<file path="src/rtl/cpu_step_ctrl_pkg.sv">
// Shared CPU-board definitions: controller state encoding and button bit positions.
package cpu_step_ctrl_pkg;

  typedef enum logic [1:0] {
    ST_STEP = 2'd0,
    ST_RUN  = 2'd1,
    ST_HALT = 2'd2
  } state_e;

  localparam int BTN_STEP = 0;
  localparam int BTN_MODE = 1;
  localparam int BTN_HALT = 2;
  localparam int BTN_CLR  = 3;

endpackage

</file>
<file path="src/rtl/cpu_step_ctrl_if.sv">
// Board-side signal bundle between the button/switch stage, the step controller and the CPU.
interface cpu_step_ctrl_if;
  import cpu_step_ctrl_pkg::*;

  // No backpressure anywhere: btn_pulse and cpu_en are single-cycle strobes the
  // consumer must take in the cycle they are high; levels are plain registered state.
  logic [3:0]  button_in;
  logic [7:0]  sw_in;
  logic [3:0]  btn_pulse;
  logic        cpu_en;
  logic        mode_run;
  logic        halted;
  logic [15:0] step_count;
  logic [1:0]  disp_sel;
  state_e      state;

  modport slave (
    input  button_in, sw_in,
    output btn_pulse, cpu_en, mode_run, halted, step_count, disp_sel, state
  );

  modport master (
    output button_in, sw_in,
    input  btn_pulse, cpu_en, mode_run, halted, step_count, disp_sel, state
  );

endinterface

</file>
<file path="src/rtl/cpu_step_ctrl_btn_edge_det.sv">
// Registered rising-edge detector, one pulse per press per bit.
module btn_edge_det #(
  parameter int W = 4
) (
  input  logic         clk,
  input  logic         rst,
  input  logic [W-1:0] in_i,
  output logic [W-1:0] pulse_o
);

  logic [W-1:0] prev_q;
  logic [W-1:0] pulse_q;

  // prev resets to all-ones so a button held through reset release stays silent.
  always_ff @(posedge clk or posedge rst) begin
    if (rst) begin
      prev_q  <= '1;
      pulse_q <= '0;
    end else begin
      prev_q  <= in_i;
      pulse_q <= in_i & ~prev_q;
    end
  end

  assign pulse_o = pulse_q;

endmodule

</file>
<file path="src/rtl/cpu_step_ctrl.sv">
// CPU single-step / free-run / halt controller with run-mode divider and step counter.
module cpu_step_ctrl
  import cpu_step_ctrl_pkg::*;
#(
  parameter int unsigned DIV = 50_000_000
) (
  input  logic            clk,
  input  logic            rst,
  cpu_step_ctrl_if.slave  bus
);

  localparam logic [31:0] DIV_LAST = 32'(DIV - 1);

  logic [3:0]  btn_pulse;
  logic        step_p, mode_p, halt_p, clr_p;

  state_e      state_q, state_d;
  logic        cpu_en_q, cpu_en_d;
  logic [31:0] div_q, div_d;
  logic [15:0] step_cnt_q, step_cnt_d;
  logic [1:0]  disp_sel_q;
  logic        unused_sw;

  btn_edge_det #(.W(4)) u_edge (
    .clk     (clk),
    .rst     (rst),
    .in_i    (bus.button_in),
    .pulse_o (btn_pulse)
  );

  assign step_p = btn_pulse[BTN_STEP];
  assign mode_p = btn_pulse[BTN_MODE];
  assign halt_p = btn_pulse[BTN_HALT];
  assign clr_p  = btn_pulse[BTN_CLR];

  // Any state change swallows a coincident step or divider pulse; halt beats mode.
  always_comb begin
    state_d  = state_q;
    cpu_en_d = 1'b0;
    div_d    = '0;
    case (state_q)
      ST_STEP: begin
        if (halt_p)      state_d  = ST_HALT;
        else if (mode_p) state_d  = ST_RUN;
        else if (step_p) cpu_en_d = 1'b1;
      end
      ST_RUN: begin
        if (halt_p)      state_d = ST_HALT;
        else if (mode_p) state_d = ST_STEP;
        else if (div_q == DIV_LAST) cpu_en_d = 1'b1;
        else             div_d   = div_q + 32'd1;
      end
      ST_HALT: begin
        if (halt_p) state_d = ST_STEP;
      end
      default: state_d = ST_STEP;
    endcase
  end

  // Count moves in the same edge that raises cpu_en, so clear+step resolves to zero.
  always_comb begin
    step_cnt_d = step_cnt_q;
    if (clr_p)         step_cnt_d = '0;
    else if (cpu_en_d) step_cnt_d = step_cnt_q + 16'd1;
  end

  always_ff @(posedge clk or posedge rst) begin
    if (rst) begin
      state_q    <= ST_STEP;
      cpu_en_q   <= 1'b0;
      div_q      <= '0;
      step_cnt_q <= '0;
      disp_sel_q <= '0;
    end else begin
      state_q    <= state_d;
      cpu_en_q   <= cpu_en_d;
      div_q      <= div_d;
      step_cnt_q <= step_cnt_d;
      disp_sel_q <= bus.sw_in[1:0];
    end
  end

  assign unused_sw = ^bus.sw_in[7:2];

  assign bus.btn_pulse  = btn_pulse;
  assign bus.cpu_en     = cpu_en_q;
  assign bus.mode_run   = (state_q == ST_RUN);
  assign bus.halted     = (state_q == ST_HALT);
  assign bus.step_count = step_cnt_q;
  assign bus.disp_sel   = disp_sel_q;
  assign bus.state      = state_q;

endmodule

</file>
<file path="src/flat_wrapper.sv">
// flat-port wrapper written by rule: the top's interface ports become plain ports
module cpu_step_ctrl_flat import cpu_step_ctrl_pkg::*;
#(
  parameter int unsigned DIV = 50_000_000
)
  (clk, rst, bus_button_in, bus_sw_in, bus_btn_pulse, bus_cpu_en, bus_mode_run, bus_halted, bus_step_count, bus_disp_sel, bus_state);
  cpu_step_ctrl_if bus_i ();
  input  logic clk;
  input  logic rst;
  input wire logic [$bits(bus_i.button_in)-1:0] bus_button_in;
  input wire logic [$bits(bus_i.sw_in)-1:0] bus_sw_in;
  output wire logic [$bits(bus_i.btn_pulse)-1:0] bus_btn_pulse;
  output wire logic [$bits(bus_i.cpu_en)-1:0] bus_cpu_en;
  output wire logic [$bits(bus_i.mode_run)-1:0] bus_mode_run;
  output wire logic [$bits(bus_i.halted)-1:0] bus_halted;
  output wire logic [$bits(bus_i.step_count)-1:0] bus_step_count;
  output wire logic [$bits(bus_i.disp_sel)-1:0] bus_disp_sel;
  output wire logic [$bits(bus_i.state)-1:0] bus_state;
  assign bus_i.button_in = bus_button_in;
  assign bus_i.sw_in = bus_sw_in;
  assign bus_btn_pulse = bus_i.btn_pulse;
  assign bus_cpu_en = bus_i.cpu_en;
  assign bus_mode_run = bus_i.mode_run;
  assign bus_halted = bus_i.halted;
  assign bus_step_count = bus_i.step_count;
  assign bus_disp_sel = bus_i.disp_sel;
  assign bus_state = bus_i.state;
  cpu_step_ctrl #(.DIV(DIV)) u_core (.clk(clk), .rst(rst), .bus(bus_i));
endmodule
</file>
<file path="config.mk">
export PLATFORM = sky130hd
export DESIGN_NAME = cpu_step_ctrl_flat
export DESIGN_NICKNAME = d
export VERILOG_FILES = /design/src/rtl/cpu_step_ctrl_pkg.sv /design/src/rtl/cpu_step_ctrl_if.sv /design/src/rtl/cpu_step_ctrl_btn_edge_det.sv /design/src/rtl/cpu_step_ctrl.sv /design/src/flat_wrapper.sv
export SDC_FILE = /design/constraint.sdc
export NUM_CORES = 1
export LEC_CHECK = 0
export CORE_MARGIN = 2
export CORE_UTILIZATION = 30
export DETAILED_ROUTE_END_ITERATION = 6
export HOLD_SLACK_MARGIN = 0.12
export PLACE_DENSITY = 0.55
export REMOVE_ABC_BUFFERS = 1
export SYNTH_ARGS = -nofsm -noshare
export SYNTH_HDL_FRONTEND = slang
export SYNTH_SLANG_ARGS = --single-unit
</file>
<file path="constraint.sdc">
create_clock -name clk -period 3.62 [get_ports clk]
set_clock_uncertainty 0.15 [all_clocks]
set_input_delay 1.086 -clock clk [delete_from_list [all_inputs] [get_ports clk]]
set_output_delay 1.086 -clock clk [all_outputs]
set_load 0.005 [all_outputs]
</file>
-- Word-level counts from Yosys, hierarchy flattened
Index checks and enable logic that the tools add are counted.
- input port bits: 14
- word-level logic and storage cells: 39
- register bits after elaboration: 61
- output and inout port bits: 27
- eq/ne operators: 6
- bitwise gates (word level): 2
- multiplexer cells: 19
- add/sub/neg operators: 2
- reductions and logical operators: 3
- operators by type and width (operator ; number):
    32-bit two-way mux ; 4
    32-bit by 1-bit adder with 32-bit output (second input constant) ; 1
    32-bit by 26-bit equality test with 1-bit output (second input constant) ; 1
    16-bit two-way mux ; 2
    16-bit by 1-bit adder with 16-bit output (second input constant) ; 1
    2-bit two-way mux ; 5
    1-bit two-way mux ; 6
    2-bit case mux with 3 select lines ; 1
    4-bit AND ; 1
    4-bit NOT ; 1
    3-bit by 1-bit != test with 1-bit output (second input constant) ; 1
    3-bit != test (second input constant) ; 1
    3-bit AND reduction ; 1
    2-bit by 1-bit equality test with 1-bit output (second input constant) ; 1
    2-bit equality test (second input constant) ; 1
    2-bit zero test ; 1
    2-bit by 1-bit != test with 1-bit output (second input constant) ; 1
    1-bit case mux with 2 select lines ; 1
    2-bit nonzero test ; 1

-- Logic depth before layout (Yosys ltp)
Gate-level depths: netlist of the first run.
- word-level depth: 7
- depth in mapped cells: 8
- depth with buffers taken out: 6

-- Modules after synthesis
A second synthesis of the first run with hierarchy kept.
- cells, all modules: 285
- area, all modules: 2907.8 µm²
- by module, submodules not included (module ; area an instance (µm²) ; cells each ; times used ; seq. area each (µm²)):
    cpu_step_ctrl ; 2643.8 ; 272 ; 1 ; 1326.3
    btn_edge_det ; 264.0 ; 13 ; 1 ; 205.2

-- Worst setup path before layout of the first run
No wires, ideal clock.
- path kind: register to register
- start point: register u_core.div_q[7]
- end point: register u_core.step_cnt_q[12], in the netlist u_core.bus.step_count[12]
- data required time: 3.345 ns
- cell stages (with the launch flop): 7
- path buffers: 1
- period minus slack after synthesis: 2.501 ns
- arrival: 2.226 ns
- path slack: 1.119 ns
- library setup time: 0.125 ns
- cell sequence: dfrtp_1 or4_4 nor4_4 a31oi_4 buf_6 nor4_1 mux2_2
- word-level cells in the longest chain between the ends: 6
- RTL lines (item ; line ; RTL):
    from (decl) ; cpu_step_ctrl.sv:19 ; logic [31:0] div_q, div_d;
    from (signal assigned) ; cpu_step_ctrl.sv:77 ; div_q <= div_d;
    32-bit by 26-bit equality test with 1-bit output ; cpu_step_ctrl.sv:50 ; else if (div_q == DIV_LAST) cpu_en_d = 1'b1;
    1-bit two-way mux ; cpu_step_ctrl.sv:50 ;
    1-bit two-way mux ; cpu_step_ctrl.sv:49 ; else if (mode_p) state_d = ST_STEP;
    1-bit two-way mux ; cpu_step_ctrl.sv:48 ; if (halt_p) state_d = ST_HALT;
    1-bit case mux with 2 select lines ; cpu_step_ctrl.sv:41 ; case (state_q)
    2-bit nonzero test (no line) ; - ;
    to (signal assigned) ; cpu_step_ctrl.sv:78 ; step_cnt_q <= step_cnt_d;
    to (decl) ; cpu_step_ctrl.sv:20 ; logic [15:0] step_cnt_q, step_cnt_d;
Every way passes these cells.
A chain may end at the register's enable or synchronous reset.

-- Worst setup path after layout of the first run
- start point: register u_core.state_q[0], in the netlist u_core.bus.state[0]
- end point: output bus_halted
- word-level cells in the longest chain between the ends: 1
- RTL lines (item ; line ; RTL):
    from (decl) ; cpu_step_ctrl.sv:17 ; state_e state_q, state_d;
    from (signal assigned) ; cpu_step_ctrl.sv:75 ; state_q <= state_d;
    2-bit equality test ; cpu_step_ctrl.sv:88 ; assign bus.halted = (state_q == ST_HALT);
    to (decl) ; flat_wrapper.sv:15 ; output wire logic [$bits(bus_i.halted)-1:0] bus_halted;
Every way passes these cells.

==> results.txt, run 1 <==
- Outcome: finished clean
- Initial antenna violation count: 0
- Most frequent cells in the layout: sky130_fd_sc_hd__dfrtp_1 (57), sky130_fd_sc_hd__nor2_1 (44), sky130_fd_sc_hd__clkdlybuf4s50_1 (34)
- Synthesis produced around 290 cells.
- After floorplanning, the core was divided into 36 placement rows.
- Insertion delay of the later-clocked pin in the worst-skew pair: 340 ps
* Resize count post-CTS: 0
- Summed over all cells, the static leakage comes to 1.31 nW.
- Cell at the root of the clock tree: sky130_fd_sc_hd__clkbuf_8
- The kind of cell with the highest combined delay along the critical path is buffers and inverters.
- Worst-path fanout max: 7
- Leading cell type in the layout, fill and taps excluded: sky130_fd_sc_hd__dfrtp_1
- Mean Syn Cell Area: 10.2 sq um
- The design draws 1.52 mW.
* Synth-to-layout area growth: 23.5%
* Final Max Tran Viols: 0
- Period Utilization, post-route: 76.3%
- Ratio of routed vias to standard cells: 4.91
- The number of hold buffers added after CTS was 0.
- Max-cap violations: 0
- The count of nets left with antenna violations once routing finished came out at 0.
- The via count of the first global-routing pass is 2303.
* Power density cells: between 400 and 500 nW/um^2
- Detailed-route wire length per cell: 13.1 um
* Number of DRC markers in iteration 0: 100
- Cell with the biggest individual delay on the critical path: sky130_fd_sc_hd__clkdlybuf4s50_1
* Hold Violations, Final: 0
* Crit path time final: 2760 ps
* Clock slew at reported path FFs: 70 ps
- Setup bufs post-CTS: 0
- Wire length of the first global-routing pass: roughly 11000 um
* Port Buffers: 34
- The floorplan step defined a core boundary enclosing 9680 sq um.
- Clock tree synthesis inserted a total of 9 buffers.
- Summed over all layers, the global routing overflow is 0.
- Met1 track demand over resource in global routing: 16.4%
* Sequential share of the synthesized area: a little over 50%
- STA puts the critical path data arrival time at 1530 ps.
- In the global route stage, met2 resource usage came out at between 20 and 25%.
* Hold Path Class: register to register
- Most utilized layer in the global route result: met2
* Clock tree from TritonCTS: built
- The Yosys step of the flow raised 0 warnings.
- The initial utilization of the core area, before any placement, comes to 30.6%.
- Pin count of the biggest net entering global routing: 39
- Htree depth: 3
* Share of flip-flops with an asynchronous set or reset after synthesis: 100%
- Die height: 103 um
- Most used flip-flop cell after synthesis: sky130_fd_sc_hd__dfrtp_1
- Ant diodes: 0
- After filler insertion, the fill cell instance count of the layout stands at 976.
- In the global route stage, overall resource usage came out at 13.1%.
- Cell Chain, Critical Path: nor2_1 > clkdlybuf4s50_1
* Post-detailed-routing wire length: 6160 um
- Measured along the x axis, the die boundary spans 103 um.
- Startpoint type of the worst setup path: register
- Count of boundary I/O pins: just over 40
- Counting flops and latches in the post-synthesis netlist gives 61.
- Of the cells placed in the final design, the portion with a size suffix greater than 1 is about 10%.
* Critical setup path kind: register to output pin
- The wire-length estimate of the detail-placed layout is about 4200 um.
- Fmax: 0.362 GHz
- Setup total negative slack on the finished layout was measured at 0 ps.
* Total die area: 10700 sq um
* Syn Std Cell Area: a little under 3000 sq um
- STA classifies the critical path endpoint as an output pin.
- Count of vias placed by the detailed router: 2301
* Count of flip-flops with a built-in enable after synthesis: 0
* Data required time at the worst endpoint: 2380 ps
- Post-layout nets: 347
- For this run, the slowest stage of the critical path takes 530 ps.
* Largest buffer count on any clock path: 2
* Number of clock sinks: 61
- Together, buffers and inverters on the worst path number 1.
- For the pin with the worst max-slew slack, the measured transition is roughly 800 ps.
* Setup repair after global routing missed its margin: no
- Number of distinct library cell variants in the gate-level netlist after synthesis: 36
* Number of failing setup endpoints in the final timing report: 0
- IR drop worst, VDD: 0.000151 V
- Number of remaining DRC errors: 0
- At the end of routability-driven placement, the weighted congestion stood at 0.821.
- For this run, global-route usage on met3 was measured as roughly 3%.
- The first detailed-routing pass ran for 4 iterations.
- Measured against its own limit, the worst slew margin works out to between 40% and 50%.
-- logic make-up (layout without fill, tap and decap cells) --
logic type,after synthesis,count (layout),share of synthesized area [%]
xor gates and xnor gates,31,31,9.15
adders and majority gates,2,2,0.843
DFF,61,61,51.6
buffers and inverters,21,65,2.91
AOI/OAI and AO/OA,25,25,5.86
muxes,5,5,1.86
and+or+nand+nor,147,147,27.8
-- Yosys cell counts, types with 2 or more instances --
cell                        n  area share, %
sky130_fd_sc_hd__a21oi_1   12            2.0
sky130_fd_sc_hd__clkbuf_1  10            1.3
sky130_fd_sc_hd__xor2_1     5            1.5
sky130_fd_sc_hd__nor2_1    44            5.6
sky130_fd_sc_hd__o41ai_1    2           0.59
sky130_fd_sc_hd__ha_1       2           0.84
sky130_fd_sc_hd__o31ai_1   10            2.5
sky130_fd_sc_hd__nand3_1   14            2.4
sky130_fd_sc_hd__xnor2_1   26            7.7
sky130_fd_sc_hd__nand2_1   17            2.2
sky130_fd_sc_hd__or4b_1     2           0.67
sky130_fd_sc_hd__or4_1     13            3.3
sky130_fd_sc_hd__inv_1     10            1.3
sky130_fd_sc_hd__nand4_1   10            2.1
sky130_fd_sc_hd__nor3_1    11            1.9
sky130_fd_sc_hd__nor4_4     2            1.4
sky130_fd_sc_hd__nor2b_1    9            1.9
sky130_fd_sc_hd__nand2b_1   2           0.42
sky130_fd_sc_hd__and4_1     3           0.89
sky130_fd_sc_hd__dfstp_2    4            3.5
sky130_fd_sc_hd__mux2_2     4            1.5
sky130_fd_sc_hd__dfrtp_1   57             48
sky130_fd_sc_hd__or3_1      3           0.63
sky130_fd_sc_hd__nor4_1     8            1.7
-- worst paths after layout --
path,from,endpoint,slack [ps],depth (start not counted)
worst max-delay path,u_core.bus.state[0]$_DFFE_PP0P_,bus_halted,860,2
worst min register to register,u_core.div_q[0]$_DFF_PP0_,u_core.div_q[0]$_DFF_PP0_,340,1
min in group asynchronous,rst,u_core.bus.step_count[13]$_DFFE_PP0P_,1080,2
worst min-delay path,u_core.div_q[0]$_DFF_PP0_,u_core.div_q[0]$_DFF_PP0_,340,1
max in group asynchronous,rst,u_core.div_q[29]$_DFF_PP0_,1580,3
worst max register to register,u_core.div_q[7]$_DFF_PP0_,u_core.bus.step_count[12]$_DFFE_PP0P_,900,5
-- layout make-up --
type | count | area [sq um] | area share (%)
clock buffers | 12 | 155 | 4.23
repair buffers | 39 | 378 | 10.3
inverters | 10 | 37.5 | 1.02
flip-flops and latches | 61 | 1530 | 41.8
multi-input cells | 210 | 1350 | 36.8
well taps | 133 | 166 | 4.54
clock inverters | 4 | 47.5 | 1.30
-- per-layer routing --
layer  up-vias  share of wire, %
met2        36                47
met4         0               1.8
met3        11               3.2
li1       1120                 -
met1      1134                48
met5         -                 0
-- report_power, final --
part / internal, mW / switching [mW]
Combinational: 0.0819 / 0.0888
Sequential: 0.705 / 0.0262
Clock: 0.353 / 0.262
Total: 1.14 / 0.377
-- sequential cells by signal, summed over array words and instances, names as in the netlist --
name	count
u_core.bus.cpu_en	1
u_core.bus.disp_sel	2
u_core.bus.state	2
u_core.bus.step_count	16
u_core.div_q	32
u_core.u_edge.prev_q	4
u_core.u_edge.pulse_o	4
-- per-stage QoR --
step                      instances  hold slack [ps]  instance area [sq um]  utilization [%]  worst slack (ps)
after global placement          453              316                   3460             35.7               895
after detailed placement        453              324                   3460             35.7               895
after global routing            469              360                   3660             37.8               749
final                           469              336                   3660             37.8               857
after floorplan                 281              298                   2920                -               878
after CTS                       469              338                   3660             37.8               818
No activity file was read; power rests on OpenSTA's default activity.
==> run 2, diff against run 1 <==
PLACE_DENSITY = 0.57   (was 0.55)
clock period = 2.4 ns   (was 3.62 ns; I/O delays follow)
==> run 2 against run 1 <==
Net effect: combinational power grew 87%; via count is 6.4% higher; final cell count rose by 8.5%; register-to-register slack got worse by 1000 ps; count of clock-buffer cells in the layout unchanged; sequential share of layout area decreased by 4.1 points; global-route usage rose by 0.19 points; clock power increased by 52%; critical path type is now register to register; utilization rose by 4.2 points; the flow now finishes with violations (negative setup slack).
==> results.txt, run 2 (synthesis results as in run 1) <==
- The number of remaining DRC errors is 0 (unchanged).
- The layout net count was 387 (+12%).
* GRT Overall Usage: 13.3% (+0.19 points)
* Pin count of the biggest net entering global routing: 33 (-15%)
* Critical setup path kind: register to register
- The signal on the critical path passes through or4_4 > nor4_4 > a31oi_4 > buf_4 > buf_6 > or4_1 > a21oi_2.
* Number of logic stages on the critical path including buffering: 7 (+5)
- Max-cap violations: 0 (unchanged)
- Startpoint of the lowest-slack register-to-register path: u_core.div_q[7]$_DFF_PP0_
* Leak Pwr: 1.58 nW (+20%)
* Setup repair after global routing missed its margin: yes
* Register with the most flip-flops: u_core.div_q
- The power density normalized to cell area was 577 nW/um^2 (+39%).
* Cell with the biggest individual delay on the critical path: sky130_fd_sc_hd__or4_4
* Count of vias placed by the detailed router: 2449 (+6.4%)
- The final count of negative-setup-slack endpoints came to 15 (+15).
- Detailed-route wire length per cell: 13.2 um (+0.59%)
- Stage delay of the slowest cell on the critical path: 550 ps (+20 ps)
- Power after layout: 2.35 mW (+55%)
- The vias per cell is 4.81 (-1.9%).
- Leading cell type in the layout, fill and taps excluded: sky130_fd_sc_hd__dfrtp_1
* Insertion delay of the later-clocked pin in the worst-skew pair: 340 ps (about the same)
- Total die area: 10700 sq um (unchanged)
* Worst path arrival time: 2640 ps (+1110 ps)
* Max_slew headroom: 59.8% (+13 points)
- Ant diodes: 0 (unchanged)
* Crit path time final: 2520 ps
- WHS Endpoint: u_core.u_edge.pulse_o[2]$_DFF_PP0_
* Initial DRT Pass Iterations: 4 (unchanged)
- Die height: 103 um (unchanged)
- The top cell types in the final layout, fill and taps aside, are sky130_fd_sc_hd__dfrtp_1 (55), sky130_fd_sc_hd__nor2_1 (44), sky130_fd_sc_hd__buf_4 (42).
- Most utilized layer in the global route result: met2
* IR drop worst, VDD: 0.000194 V (+29%)
- Broken down by cell family, the worst path's largest delay share belongs to simple AND/OR/NAND/NOR gates.
- Post-place setup slack: -222 ps (-1120 ps)
* Floorplan row count: 36 (unchanged)
- Share of cells above drive strength 1: 23.9% (+14 points)
* Hold-fix buffers, CTS: 0 (unchanged)
- Flip-flop and latch area: 1530 sq um (+0.16%)
- The number of hold violations in the final report is 0 (unchanged).
- The initial detailed-routing violation count is 119 (+19%).
* Worst hold slack: 325 ps (-10.7 ps)
- The maximum fanout along the worst path came to 8 (+1).
- Failing checks: negative setup slack
* Final Max Tran Viols: 0 (unchanged)
* Transition time at the pin with the least slew margin: 601 ps (-201 ps)
- Synth-to-layout area growth: 37.4%
- The setup slack of the most critical reg-to-reg path was -120 ps (-1020 ps).
* Post-detailed-routing wire length: 6730 um (+9.2%)
- Die Span X: 103 um (unchanged)
- Area of all placed cells without fillers: 4080 sq um (+11%)
- The flip-flop count of the largest register after layout is 32 (unchanged).
* Clock tree from TritonCTS: built
- Final weighted congestion of routability-driven global placement: 0.792 (-3.5%)
* Post-DP HPWL: 4650 um (+12%)
- The cell depth of the worst flop-to-flop path is 7 (+2).
- The worst hold path cell count came to 1 (unchanged).
* Htree depth: 3 (unchanged)
- Of the available clock period, the critical path in the final layout requires 105%.
- Critical register-to-register path endpoint: u_core.bus.step_count[13]$_DFFE_PP0P_
* Smallest setup slack after layout: -121 ps (-978 ps)
- The required arrival time at the worst endpoint is 2520 ps (+140 ps).
- The count of pins on the block boundary came to 41 (unchanged).
- The flow ran to the end, but the final reports show violations.
* Initial antenna violation count: 0 (unchanged)
- The sink count of the clock tree was 61 (unchanged).
* Core Area: 9680 sq um (unchanged)
* Overflow left after global routing: 0 (unchanged)
* Effective utilization at floorplan: 30.6% (unchanged)
- The tree is rooted in a sky130_fd_sc_hd__clkbuf_8.
- Utilization of the core after routing: 42.1% (+4.2 points)
- Met1 track demand over resource in global routing: 17.7% (+1.4 points)
- Vias in the first global route: 2307 (+0.17%)
- Endpoint class of the critical path: register
* Placed standard-cell area: 3730 sq um (+7.7%)
- Largest buffer count on any clock path: 2 (unchanged)
- The number of fillers in the final layout is 949 (-2.8%).
* Fmax: slightly below 0.4 GHz
- The count of input and output buffers is 34 (unchanged).
* Met3 GRT Util: 2.69% (-0.40 points)
- The min-delay analysis places its worst path in the category register to register.
- The multi-input combinational cell area is 1430 sq um (+6.0%).
* Wire length of the first global-routing pass: 11000 um (+1.7%)
- The critical path buffer and inverter count came to 2 (+1).
* Final antenna-violating net count: 0 (unchanged)
* CTS buffer count: 9 (unchanged)
- Hold path start: u_core.u_edge.prev_q[2]$_DFF_PP1_
* Met2 Resource Use GR: 20.8% (-0.74 points)
* Startpoint type of the worst setup path: register
* Clock slew at reported path FFs: 70 ps (about the same)
-- run 2: changes by cell type in the layout (fill, tap and decap cells not counted), sizes merged --
cell	delta
dlymetal6s2s	+1
clkdlybuf4s50	-1
buf	+40
-- run 2: worst register-to-register path: cells and delay by family, from the launching register on --
family	cells	cell delay (ps)
simple gates	3	1360
compound gates	2	290
flops	1	370
buf+inv	2	290
-- run 2: final cells by class --
cell class	count	share of cell area, %
clock buffer	12	3.81
clock inverter	4	1.17
inverter	10	0.921
multi-input combinational	210	35.1
sequential	61	37.6
tap	133	4.08
timing repair buffer	79	17.3
-- run 2: worst max path at each step --
stage / startpoint / to
6_report: u_core.div_q[7]$_DFF_PP0_ / u_core.bus.step_count[13]$_DFFE_PP0P_
5_1_grt: u_core.div_q[7]$_DFF_PP0_ / u_core.bus.step_count[6]$_DFFE_PP0P_
4_1_cts: u_core.div_q[30]$_DFF_PP0_ / u_core.bus.step_count[15]$_DFFE_PP0P_
3_5_place_dp: u_core.div_q[10]$_DFF_PP0_ / u_core.bus.step_count[12]$_DFFE_PP0P_
3_3_place_gp: u_core.div_q[27]$_DFF_PP0_ / u_core.bus.step_count[12]$_DFFE_PP0P_
2_1_floorplan: u_core.div_q[7]$_DFF_PP0_ / u_core.bus.step_count[12]$_DFFE_PP0P_
-- run 2: power by group --
| group | total, mW | internal, mW | switching [mW] | leakage, nW |
|---|---|---|---|---|
| Sequential | 1.10 | 1.07 | 0.0345 | 0.824 |
| Clock | 0.932 | 0.533 | 0.399 | 0.102 |
| Combinational | 0.320 | 0.167 | 0.154 | 0.650 |
| Total | 2.35 | 1.77 | 0.587 | 1.58 |
-- run 2: routing by layer --
metal | vias up | wire length (um)
met1 | 1202 | 3150
met3 | 10 | 240
li1 | 1193 | -
met5 | - | 0
met2 | 44 | 3230
met4 | 0 | 104
-- run 2: repair_timing --
item	4_1_cts	5_1_grt
setup endpoints to repair	18	24
buffers inserted	3	3
gates resized for setup	7	17
pin swaps	11	2
-- run 2: metrics by stage --
step                      TNS, ps  cells
after floorplan              -469    281
after global placement      -1280    487
after detailed placement    -1830    487
after CTS                    -737    506
after global routing        -2840    509
final                       -1190    509
==> run 3, diff against run 2 <==
CORE_UTILIZATION = 43   (was 30)
PLACE_DENSITY = 0.74   (was 0.57)
==> run 3 against run 2 <==
Net effect: the flow still finishes with violations (negative setup slack); first-iteration DRC count up 19%; final cell count down 11%; critical path depth down 1; wire length down 2.4%; utilization up 18 points; combinational power up 14%; sequential share of layout area up 0.19 points; hold slack better by 10 ps; count of clock-buffer cells in the layout unchanged; fmax up 3.1%; non-clock buffer count down 5; critical endpoint is now u_core.bus.step_count[10]$_DFFE_PP0P_; largest power group unchanged.
==> results.txt, run 3 (synthesis results as in run 1) <==
- The routed wirelength normalized by instance count came to 14.5 um (+9.4%).
* Wire length of the first global-routing pass: 11000 um (-0.25%)
- The core region area is 6720 sq um (-31%).
- From synthesis to final layout, the design area changed by 36.6%.
* Outcome: finished with violations
- The total cell area at the placement stage was 3640 sq um (-2.4%).
* Sum of negative setup slack: -253 ps (+934 ps)
- Floorplan row count: 30 (-17%)
* Finished Layout Cells: 454 (-11%)
- Most frequent cells in the layout: sky130_fd_sc_hd__dfrtp_1 (56), sky130_fd_sc_hd__nor2_1 (42), sky130_fd_sc_hd__buf_4 (35)
- Data required time at the worst endpoint: 2520 ps (about the same)
- Sequential share of power: 44.2% (-2.6 points)
- For hold timing, the worst endpoint is u_core.u_edge.pulse_o[2]$_DFF_PP0_.
- Power density cells: 609 nW/um^2 (+5.6%)
- Transition time at the pin with the least slew margin: 612 ps (+11.1 ps)
- Share of cells above drive strength 1: 23.3% (-0.67 points)
- Clock tree from TritonCTS: built
* Effective utilization at floorplan: 44.2% (+14 points)
* Post-DP HPWL: 4120 um (-12%)
- Register with the most flip-flops: u_core.div_q
* Leading cell type in the layout, fill and taps excluded: sky130_fd_sc_hd__dfrtp_1
* Largest buffer count on any clock path: 2 (unchanged)
- The post-placement cell count came to 429 (-12%).
- The die area was 7580 sq um (-29%).
- Hold path start: u_core.u_edge.prev_q[2]$_DFF_PP1_
- Overflow left after global routing: 0 (unchanged)
- Initial DRT Pass Iterations: 4 (unchanged)
* Count of boundary I/O pins: 41 (unchanged)
- Hold Violations, Final: 0 (unchanged)
- The worst setup path is launched from a register.
* CTS buffer count: 9 (unchanged)
- Initial antenna violation count: 0 (unchanged)
- Post-layout nets: 385 (-0.52%)
* Final antenna-violating net count: 0 (unchanged)
* Worst-path fanout max: 5 (-3)
- The clock share of power was 41.0% (+1.4 points).
* Number of failing setup endpoints in the final timing report: 8 (-7)
- Cell at the root of the clock tree: sky130_fd_sc_hd__clkbuf_8
- The number of H-tree levels is 3 (unchanged).
- Hold Path Class: register to register
- The sink count of the clock tree is 61 (unchanged).
- Pin count of the biggest net entering global routing: 62 (+88%)
- The worst register-to-register path begins at u_core.div_q[8]$_DFF_PP0_.
- Area used by multi-input combinational logic: 1470 sq um (+3.1%)
- The number of fillers in the final layout came to 519 (-45%).
- The logic gate share of total power came to 14.8% (+1.2 points).
- The switching portion of total power came to 23.8% (-1.2 points).
- Ant diodes: 0 (unchanged)
- Reported net switching power: 0.588 mW (about the same)
- The initial detailed-routing violation count was 142 (+19%).
- Die Span X: 87.1 um (-16%)
* GRT Overall Usage: 18.6% (+5.2 points)
* Count of vias placed by the detailed router: 2470 (+0.86%)
* Depth of the worst hold-timing path: 1 (unchanged)
* Final weighted congestion of routability-driven global placement: 0.812 (+2.4%)
* Clock slew at reported path FFs: 70 ps (about the same)
- The relative slew slack was 59.1% (-0.74 points).
- Ratio of routed vias to standard cells: 5.44 (+13%)
- The via count of the first global-routing pass was 2424 (+5.1%).
* FF-to-FF setup slack: -50 ps (+80 ps)
* Endpoint class of the critical path: register
- The design area was 4050 sq um (-0.58%).
- The maximum vdd ir drop came to 0.000350 V (+80%).
- Critical setup path kind: register to register
* Fmax: 0.409 GHz (+3.1%)
- Flip-flop count of the largest register after layout: 32 (unchanged)
* Crit path time final: 2450 ps (-76.3 ps)
* Port Buffers: 34 (unchanged)
* Die height: 87.1 um (-16%)
- The clock latency on the worst-skew pair came to 340 ps (about the same).
* Post-detailed-routing wire length: 6570 um (-2.4%)
* Final Max Tran Viols: 0 (unchanged)
- Number of remaining DRC errors: 0 (unchanged)
* R2r worst-path depth: 6 (-1)
* Smallest setup slack after layout: -45.2 ps (+76.3 ps)
* Worst path arrival time: 2560 ps (-80 ps)
- The internal power of the cells was 1.88 mW (+6.6%).
- The final reports fail on negative setup slack.
* Leak Pwr: 1.57 nW (-0.65%)
* Power after layout: 2.47 mW (+4.9%)
- The number of max-cap violations is 0 (unchanged).
* Critical register-to-register path endpoint: u_core.bus.step_count[10]$_DFFE_PP0P_
* Period Utilization, post-route: 102% (-3.2 points)
* Worst hold slack: 335 ps (+10.2 ps)
- Setup repair after global routing could not meet its margin everywhere.
- The storage element area is 1530 sq um (about the same).
- Hold-fix buffers, CTS: 0 (unchanged)
-- run 3: cell count changes in the layout (fill, tap and decap cells not counted), sizes merged --
| cell | delta |
|---|---|
| a31oi | +3 |
| buf | -5 |
| bufinv | +1 |
| clkdlybuf4s50 | -1 |
| clkinvlp | -1 |
| dlymetal6s2s | +1 |
-- run 3: repair_timing --
item	4_1_cts	5_1_grt
resized for setup	5	19
buffers inserted	4	2
setup endpoints to repair	17	24
pin swaps	9	9
cloned	2	1
-- run 3: per-layer routing --
metal	track usage, %	vias to the layer above	routed length, um
met5	0	-	0
met1	22.1	1214	2830
li1	-	1199	-
met4	6.82	0	37
met2	30.3	53	3380
met3	7.39	4	318
-- run 3: per-stage QoR --
step / util, % / setup WS [ps]
2_1_floorplan: - / -91.3
3_3_place_gp: 54.2 / -187
3_5_place_dp: 54.2 / -221
4_1_cts: 58.7 / -40.7
5_1_grt: 60.3 / -117
6_report: 60.3 / -45.2
-- run 3: power groups by stage --
stage          clock network (mW)  registers, mW  logic [mW]
6_report                     1.01           1.09       0.366
3_3_place_gp                    0           1.11       0.304
4_1_cts                      1.04           1.09       0.343
3_5_place_dp                    0           1.11       0.312
5_1_grt                      1.09           1.10       0.396
2_1_floorplan                   0           1.12       0.117
-- run 3: critical path, stage by stage, from the launching register on --
cell                      delay, ps
sky130_fd_sc_hd__dfrtp_1        400
sky130_fd_sc_hd__or4_4          530
sky130_fd_sc_hd__nor4_4         270
sky130_fd_sc_hd__buf_6          180
sky130_fd_sc_hd__a31oi_2        160
sky130_fd_sc_hd__or4_1          530
sky130_fd_sc_hd__a21oi_1        160
-- run 3: cell type report --
class / instances / share of cell area [%]
sequential: 61 / 37.8
multi-input combinational: 213 / 36.4
timing repair buffer: 74 / 16.8
clock buffer: 12 / 3.83
tap: 80 / 2.47
clock inverter: 4 / 1.73
inverter: 10 / 0.926
-- run 3: worst max-delay path by stage --
stage                                     startpoint                               endpoint  slack (ps)  depth (start not counted)
after global placement    u_core.div_q[10]$_DFF_PP0_  u_core.bus.step_count[12]$_DFFE_PP0P_        -190                          5
after detailed placement  u_core.div_q[10]$_DFF_PP0_  u_core.bus.step_count[12]$_DFFE_PP0P_        -220                          5
after global routing       u_core.div_q[7]$_DFF_PP0_   u_core.bus.step_count[7]$_DFFE_PP0P_        -120                          6
final                      u_core.div_q[8]$_DFF_PP0_  u_core.bus.step_count[10]$_DFFE_PP0P_         -50                          6
after floorplan            u_core.div_q[7]$_DFF_PP0_  u_core.bus.step_count[12]$_DFFE_PP0P_         -90                          5
after CTS                 u_core.div_q[30]$_DFF_PP0_   u_core.bus.step_count[2]$_DFFE_PP0P_         -40                          7
==> edit 1: new RTL, flow settings as in run 3 <==
`DIV` is set to 50_000_000 in 2 places; all go to 37_500_000.
--- a/src/rtl/cpu_step_ctrl.sv
+++ b/src/rtl/cpu_step_ctrl.sv
@@ -2,7 +2,7 @@
 module cpu_step_ctrl
   import cpu_step_ctrl_pkg::*;
 #(
-  parameter int unsigned DIV = 50_000_000
+  parameter int unsigned DIV = 37_500_000
 ) (
   input  logic            clk,
   input  logic            rst,
--- a/src/flat_wrapper.sv
+++ b/src/flat_wrapper.sv
@@ -1,7 +1,7 @@
 // flat-port wrapper written by rule: the top's interface ports become plain ports
 module cpu_step_ctrl_flat import cpu_step_ctrl_pkg::*;
 #(
-  parameter int unsigned DIV = 50_000_000
+  parameter int unsigned DIV = 37_500_000
 )
   (clk, rst, bus_button_in, bus_sw_in, bus_btn_pulse, bus_cpu_en, bus_mode_run, bus_halted, bus_step_count, bus_disp_sel, bus_state);
   cpu_step_ctrl_if bus_i ();
Check against the original RTL: same outputs for any inputs over 10 cycles, from zero or initial values and one cycle with rst high; that may be too few to reach the edited logic, so the function may still have changed.
==> edit 1 against run 3 <==
Critical endpoint is now bus_state[1]. Via count decreased by 9.8%. Design area is 7.1% lower. Register-to-register slack gained 0.22 ns. Routed wire length down 9.4%. Sequential cell count is the same. Final cell count is 7.7% lower. Worst hold slack improved by 0.0038 ns. Clock power up 19%. Setup slack improved by 0.11 ns. Total power up 5.3%. Area after synthesis fell by 3.2%.
==> edit 1: results (changes against run 3) <==
| Metric | Value |
|---|---|
| Worst Max-Slew Pin Slew | 0.413 ns (was 0.612 ns) |
| Crit path DAT | 1.47 ns (was 2.56 ns) |
| # fillers | 523 (was 519) |
| Worst reg2reg setup slack | 0.17 ns (was -0.05 ns) |
| CTS Buf Count | 9 (unchanged) |
| Asr flop ratio synth | 1.00 (unchanged) |
| Met3 Use GR | 0.0337 (was 0.0739) |
| Status | completed (was complete, but fails checks) |
| Hold Path Depth | 1 (unchanged) |
| Largest delay share family, worst path | buffers and inverters (was simple AND/OR/NAND/NOR gates) |
| Pre-CTS WS | 0.0805 ns (was -0.221 ns) |
| Vias post-DR | 2228 (was 2470) |
| HP Start | u_core.div_q[0]$_DFF_PP0_ (was u_core.u_edge.prev_q[2]$_DFF_PP1_) |
| CP peak stage delay | 0.43 ns (was 0.53 ns) |
| CTS max path bufs | 2 (unchanged) |
| Synth area leaders | dfrtp_1, xor2_1, nor2_1 (was dfrtp_1, xnor2_1, nor2_1) |
| Htree depth | 3 (unchanged) |
| Leakage power | 1.58 nW (was 1.57 nW) |
| DRT Pass-1 Iters | 4 (unchanged) |
| Seq/Total Area, Yosys | 0.534 (was 0.516) |
| Clock transition at path regs | 0.07 ns (about the same) |
| Yosys top cell area share | 0.497 (was 0.481) |
| WHS Endpoint | u_core.div_q[0]$_DFF_PP0_ (was u_core.u_edge.pulse_o[2]$_DFF_PP0_) |
| Iter 0 DRT Violations | 154 (was 142) |
| Clk root buf | clkbuf_8 (unchanged) |
| Worst ir drop on vdd | 417 uV (was 350 uV) |
| Antenna Cells | 0 (unchanged) |
| Fraction of layout cells with a size suffix above 1 | 0.187 (was 0.233) |
| First-pass GRT wire length | 10000 um (was 11000 um) |
| Net Sw Frac | 0.222 (was 0.238) |
| GR Util All Layers | 0.174 (was 0.186) |
| Post-synth top area cell | dfrtp_1 (unchanged) |
| RePlAce Congestion | 0.793 (was 0.812) |
| Slowest CP cell | dfrtp_1 (was or4_4) |
| Worst skew pair latency | 0.34 ns (about the same) |
| Largest register FFs | 32 (unchanged) |
| Layout Nets | 353 (was 385) |
| GR Util met2 | 0.266 (was 0.303) |
| Reg2reg end | u_core.bus.step_count[9]$_DFFE_PP0P_ (was u_core.bus.step_count[10]$_DFFE_PP0P_) |
| Met1 Use GR | 0.230 (was 0.221) |
| Initial antenna violation count | 0 (unchanged) |
| Cells on worst reg2reg path | 8 (was 6) |
| Worst Path Max Fanout | 4 (was 5) |
| Reg2reg start | u_core.bus.state[1]$_DFFE_PP0P_ (was u_core.div_q[8]$_DFF_PP0_) |
| Avg WL per Cell | 14.2 um (was 14.5 um) |
| Pin count of the biggest net entering global routing | 34 (was 62) |
| Port-buffer cells | 34 (unchanged) |
| Final setup fails | 0 (was 8) |
| Post-synth cell types | 38 (was 36) |
| Top post-synthesis cells by count | dfrtp_1, nor2_1, xor2_1 (was dfrtp_1, nor2_1, xnor2_1) |
| Dpl hpwl | 3970 um (was 4120 um) |
[edit 1: changes by cell type after synthesis, moves of 6 or more]
cell	change
xnor2_1	-15
xor2_1	+21
o31ai_1	-7
nor4_1	-7
a21oi_1	-6
or4_1	-9
[edit 1: power groups by stage]
stage / Combinational [mW] / Sequential, mW / Clock (mW)
finish: 0.294 / 1.11 / 1.20
global route: 0.325 / 1.11 / 1.27
CTS: 0.270 / 1.11 / 1.21
detailed placement: 0.240 / 1.13 / 0
global placement: 0.235 / 1.12 / 0
floorplan: 0.0943 / 1.12 / 0
[edit 1: cells by family (layout without fill, tap and decap cells)]
kind of cell,count (synthesis),in the layout,synth area share
muxes,4,4,0.0153
DFF,61,61,0.534
adders and majority gates,2,2,0.00872
and+or+nand+nor,139,139,0.266
xor gates and xnor gates,37,37,0.113
buffers and inverters,16,80,0.0235
AOI/OAI and AO/OA,19,19,0.0401
[edit 1: final cells by class]
type                            instances  share of cell area
Sequential cell                        61               0.407
Clock inverter                          7              0.0366
Timing Repair Buffer                   57               0.140
Tap cell                               77              0.0256
Inverter                                7             0.00698
Clock buffer                            9              0.0329
Multi-Input combinational cell        201               0.351
[edit 1: worst max-delay path by stage]
stage               slack [ns]                                     to  depth (start not counted)
detailed placement        0.08  u_core.bus.step_count[12]$_DFFE_PP0P_                          6
floorplan                -0.15             u_core.div_q[10]$_DFF_PP0_                          5
CTS                       0.02                             bus_halted                          2
finish                    0.06                           bus_state[1]                          3
global placement          0.14  u_core.bus.step_count[12]$_DFFE_PP0P_                          6
global route             0.005  u_core.bus.step_count[10]$_DFFE_PP0P_                          6
[edit 1: timing repair]
| action | CTS | global route |
|---|---|---|
| pin swaps | 0 | 4 |
| setup buffers | 2 | 3 |
| resized for setup | 1 | 9 |
| cloned | 0 | 0 |
| setup endpoints to repair | 1 | 9 |
[edit 1: routing by layer]
metal / routed length (um) / part of all wire / vias to the layer above
met5: 0 / 0 / -
li1: - / - / 1081
met4: 141 / 0.024 / 0
met1: 2780 / 0.47 / 1087
met3: 203 / 0.034 / 10
met2: 2830 / 0.48 / 50
[edit 1: per-stage QoR]
stage / hold WS [ns] / std cells / area [um2]
3_3_place_gp: 0.317 / 398 / 3420
4_1_cts: 0.344 / 416 / 3690
5_1_grt: 0.357 / 419 / 3760
3_5_place_dp: 0.326 / 398 / 3420
2_1_floorplan: 0.305 / 269 / 2830
6_report: 0.339 / 419 / 3760
==> edit 2: new RTL, flow settings as in run 3 <==
Without the edit above. Reset style: synchronous (`rst`), changed in 2 clocked blocks.
--- a/src/rtl/cpu_step_ctrl_btn_edge_det.sv
+++ b/src/rtl/cpu_step_ctrl_btn_edge_det.sv
@@ -12,7 +12,7 @@
   logic [W-1:0] pulse_q;
 
   // prev resets to all-ones so a button held through reset release stays silent.
-  always_ff @(posedge clk or posedge rst) begin
+  always_ff @(posedge clk) begin
     if (rst) begin
       prev_q  <= '1;
       pulse_q <= '0;
--- a/src/rtl/cpu_step_ctrl.sv
+++ b/src/rtl/cpu_step_ctrl.sv
@@ -64,7 +64,7 @@
     else if (cpu_en_d) step_cnt_d = step_cnt_q + 16'd1;
   end
 
-  always_ff @(posedge clk or posedge rst) begin
+  always_ff @(posedge clk) begin
     if (rst) begin
       state_q    <= ST_STEP;
       cpu_en_q   <= 1'b0;
Formal check against the unedited RTL: differs if rst is asserted again (counterexample within 4 cycles, from zero or initial values and one cycle with rst high); with rst held inactive, the same outputs for 10 cycles.
==> edit 2 against run 3 <==
Die area fell by 14%. Count of clock-buffer cells in the layout fell by 2. Setup slack improved by 0.14 ns. Worst hold slack worse by 0.096 ns. Sequential cell count unchanged. Routed wire length decreased by 21%. Sequential share of layout area is 0.27 points higher. Design area decreased by 21%. Area after synthesis is 15% lower. Final cell count shrank 10%.
Power is not compared: it rests on default switching activity, and its combinational part moved more than twofold at a synthesized area within 25%.
==> edit 2: results (changes against run 3) <==
| Metric | Value |
|---|---|
| Via/cell ratio | 5.21 (was 5.44) |
| Met3 layer wire length in the routed design | 290 um (was 318 um) |
| Crit path DAT | 1.43 ns (was 2.56 ns) |
| WL final | 5170 um (was 6570 um) |
| Reg2reg start | u_core.div_q[9]$_SDFF_PP0_ (was u_core.div_q[8]$_DFF_PP0_) |
| Met2 WL | 2270 um (was 3380 um) |
| Reg2reg end | u_core.bus.step_count[15]$_SDFFE_PP0P_ (was u_core.bus.step_count[10]$_DFFE_PP0P_) |
| Synth Flop Type | dfxtp_1 (was dfrtp_1) |
| Register area | 1220 um2 (was 1530 um2) |
| Pre-CTS WS | 0.0642 ns (was -0.221 ns) |
| Placed cell areas | 3020 um2 (was 3640 um2) |
| Fraction of layout cells with a size suffix above 1 | 0.119 (was 0.233) |
| Non-Clock Buffer Count | 46 (was 74) |
| M1 wire length | 2510 um (was 2830 um) |
| Cells resized by post-CTS repair | 1 (was 5) |
| RePlAce Congestion | 0.825 (was 0.812) |
| Vias in the first global route | 1998 (was 2424) |
| Status | completed (was complete, but fails checks) |
| Clock network area share | 0.0522 (was 0.0556) |
| Top post-synthesis cells by count | dfxtp_1, nor2_1, xnor2_1 (was dfrtp_1, nor2_1, xnor2_1) |
| Met3 Use GR | 0.0733 (was 0.0739) |
| Layout Nets | 346 (was 385) |
| Yosys top cell area share | 0.482 (was 0.481) |
| First-pass GRT wire length | 8960 um (was 11000 um) |
| Pin count of the biggest net entering global routing | 31 (was 62) |
| Area of the multi-input gates | 1280 um2 (was 1470 um2) |
| Seq/Total Area, Yosys | 0.482 (was 0.516) |
| # fillers | 538 (was 519) |
| NonClk Buf Share | 0.134 (was 0.168) |
| Avg Synthesized Cell Area | 8.95 um2 (was 10.2 um2) |
| FP Rows | 27 (was 30) |
| Synth area leaders | dfxtp_1, xnor2_1, nor2_1 (was dfrtp_1, xnor2_1, nor2_1) |
| Fin cells | 407 (was 454) |
| HP Start | u_core.u_edge.prev_q[0]$_SDFF_PP1_ (was u_core.u_edge.prev_q[2]$_DFF_PP1_) |
| Critical Path Start | u_core.bus.state[1]$_SDFFE_PP0P_ (was u_core.div_q[8]$_DFF_PP0_) |
| GR Util met2 | 0.273 (was 0.303) |
| Dpl hpwl | 3530 um (was 4120 um) |
| Area grow syn2layout | 26.8% (was 36.6%) |
| #MultiIn Comb | 207 (was 213) |
| Final worst slack | 0.0970 ns (was -0.0452 ns) |
| Buffers inserted by post-CTS timing repair | 0 (was 4) |
| Asr flop ratio synth | 0 (was 1.00) |
| Clock buffers | 10 (was 12) |
| Worst Max-Slew Pin Slew | 0.549 ns (was 0.612 ns) |
## edit 2: cell types whose count changed in the layout (fill, tap and decap cells not counted), sizes merged, moves of 6 or more
| cell | change |
|---|---|
| and3 | +8 |
| buf | -28 |
| dfrtp | -57 |
| dfxtp | +61 |
| o31ai | -8 |
| or2 | +6 |
| or4 | -12 |
| xor2 | +9 |
## edit 2: power breakdown
group	leakage [nW]	internal [mW]	switching (mW)
Sequential	0.494	1.02	0.00621
Clock	0.0860	0.372	0.407
Combinational	0.472	0.0355	0.0288
Total	1.05	1.43	0.442
## edit 2: kinds of logic after synthesis
| family | synth area share |
|---|---|
| muxes | 0.00395 |
| AOI/OAI and AO/OA | 0.0341 |
| xor gates and xnor gates | 0.138 |
| adders and majority gates | 0.00987 |
| buffers and inverters | 0.0227 |
| DFF | 0.482 |
| and+or+nand+nor | 0.309 |
## edit 2: critical path, stage by stage, from the launching register on
cell and delay [ns]:
dfxtp_2 0.37, inv_1 0.06, nor2_1 0.14, clkdlybuf4s50_1 0.52
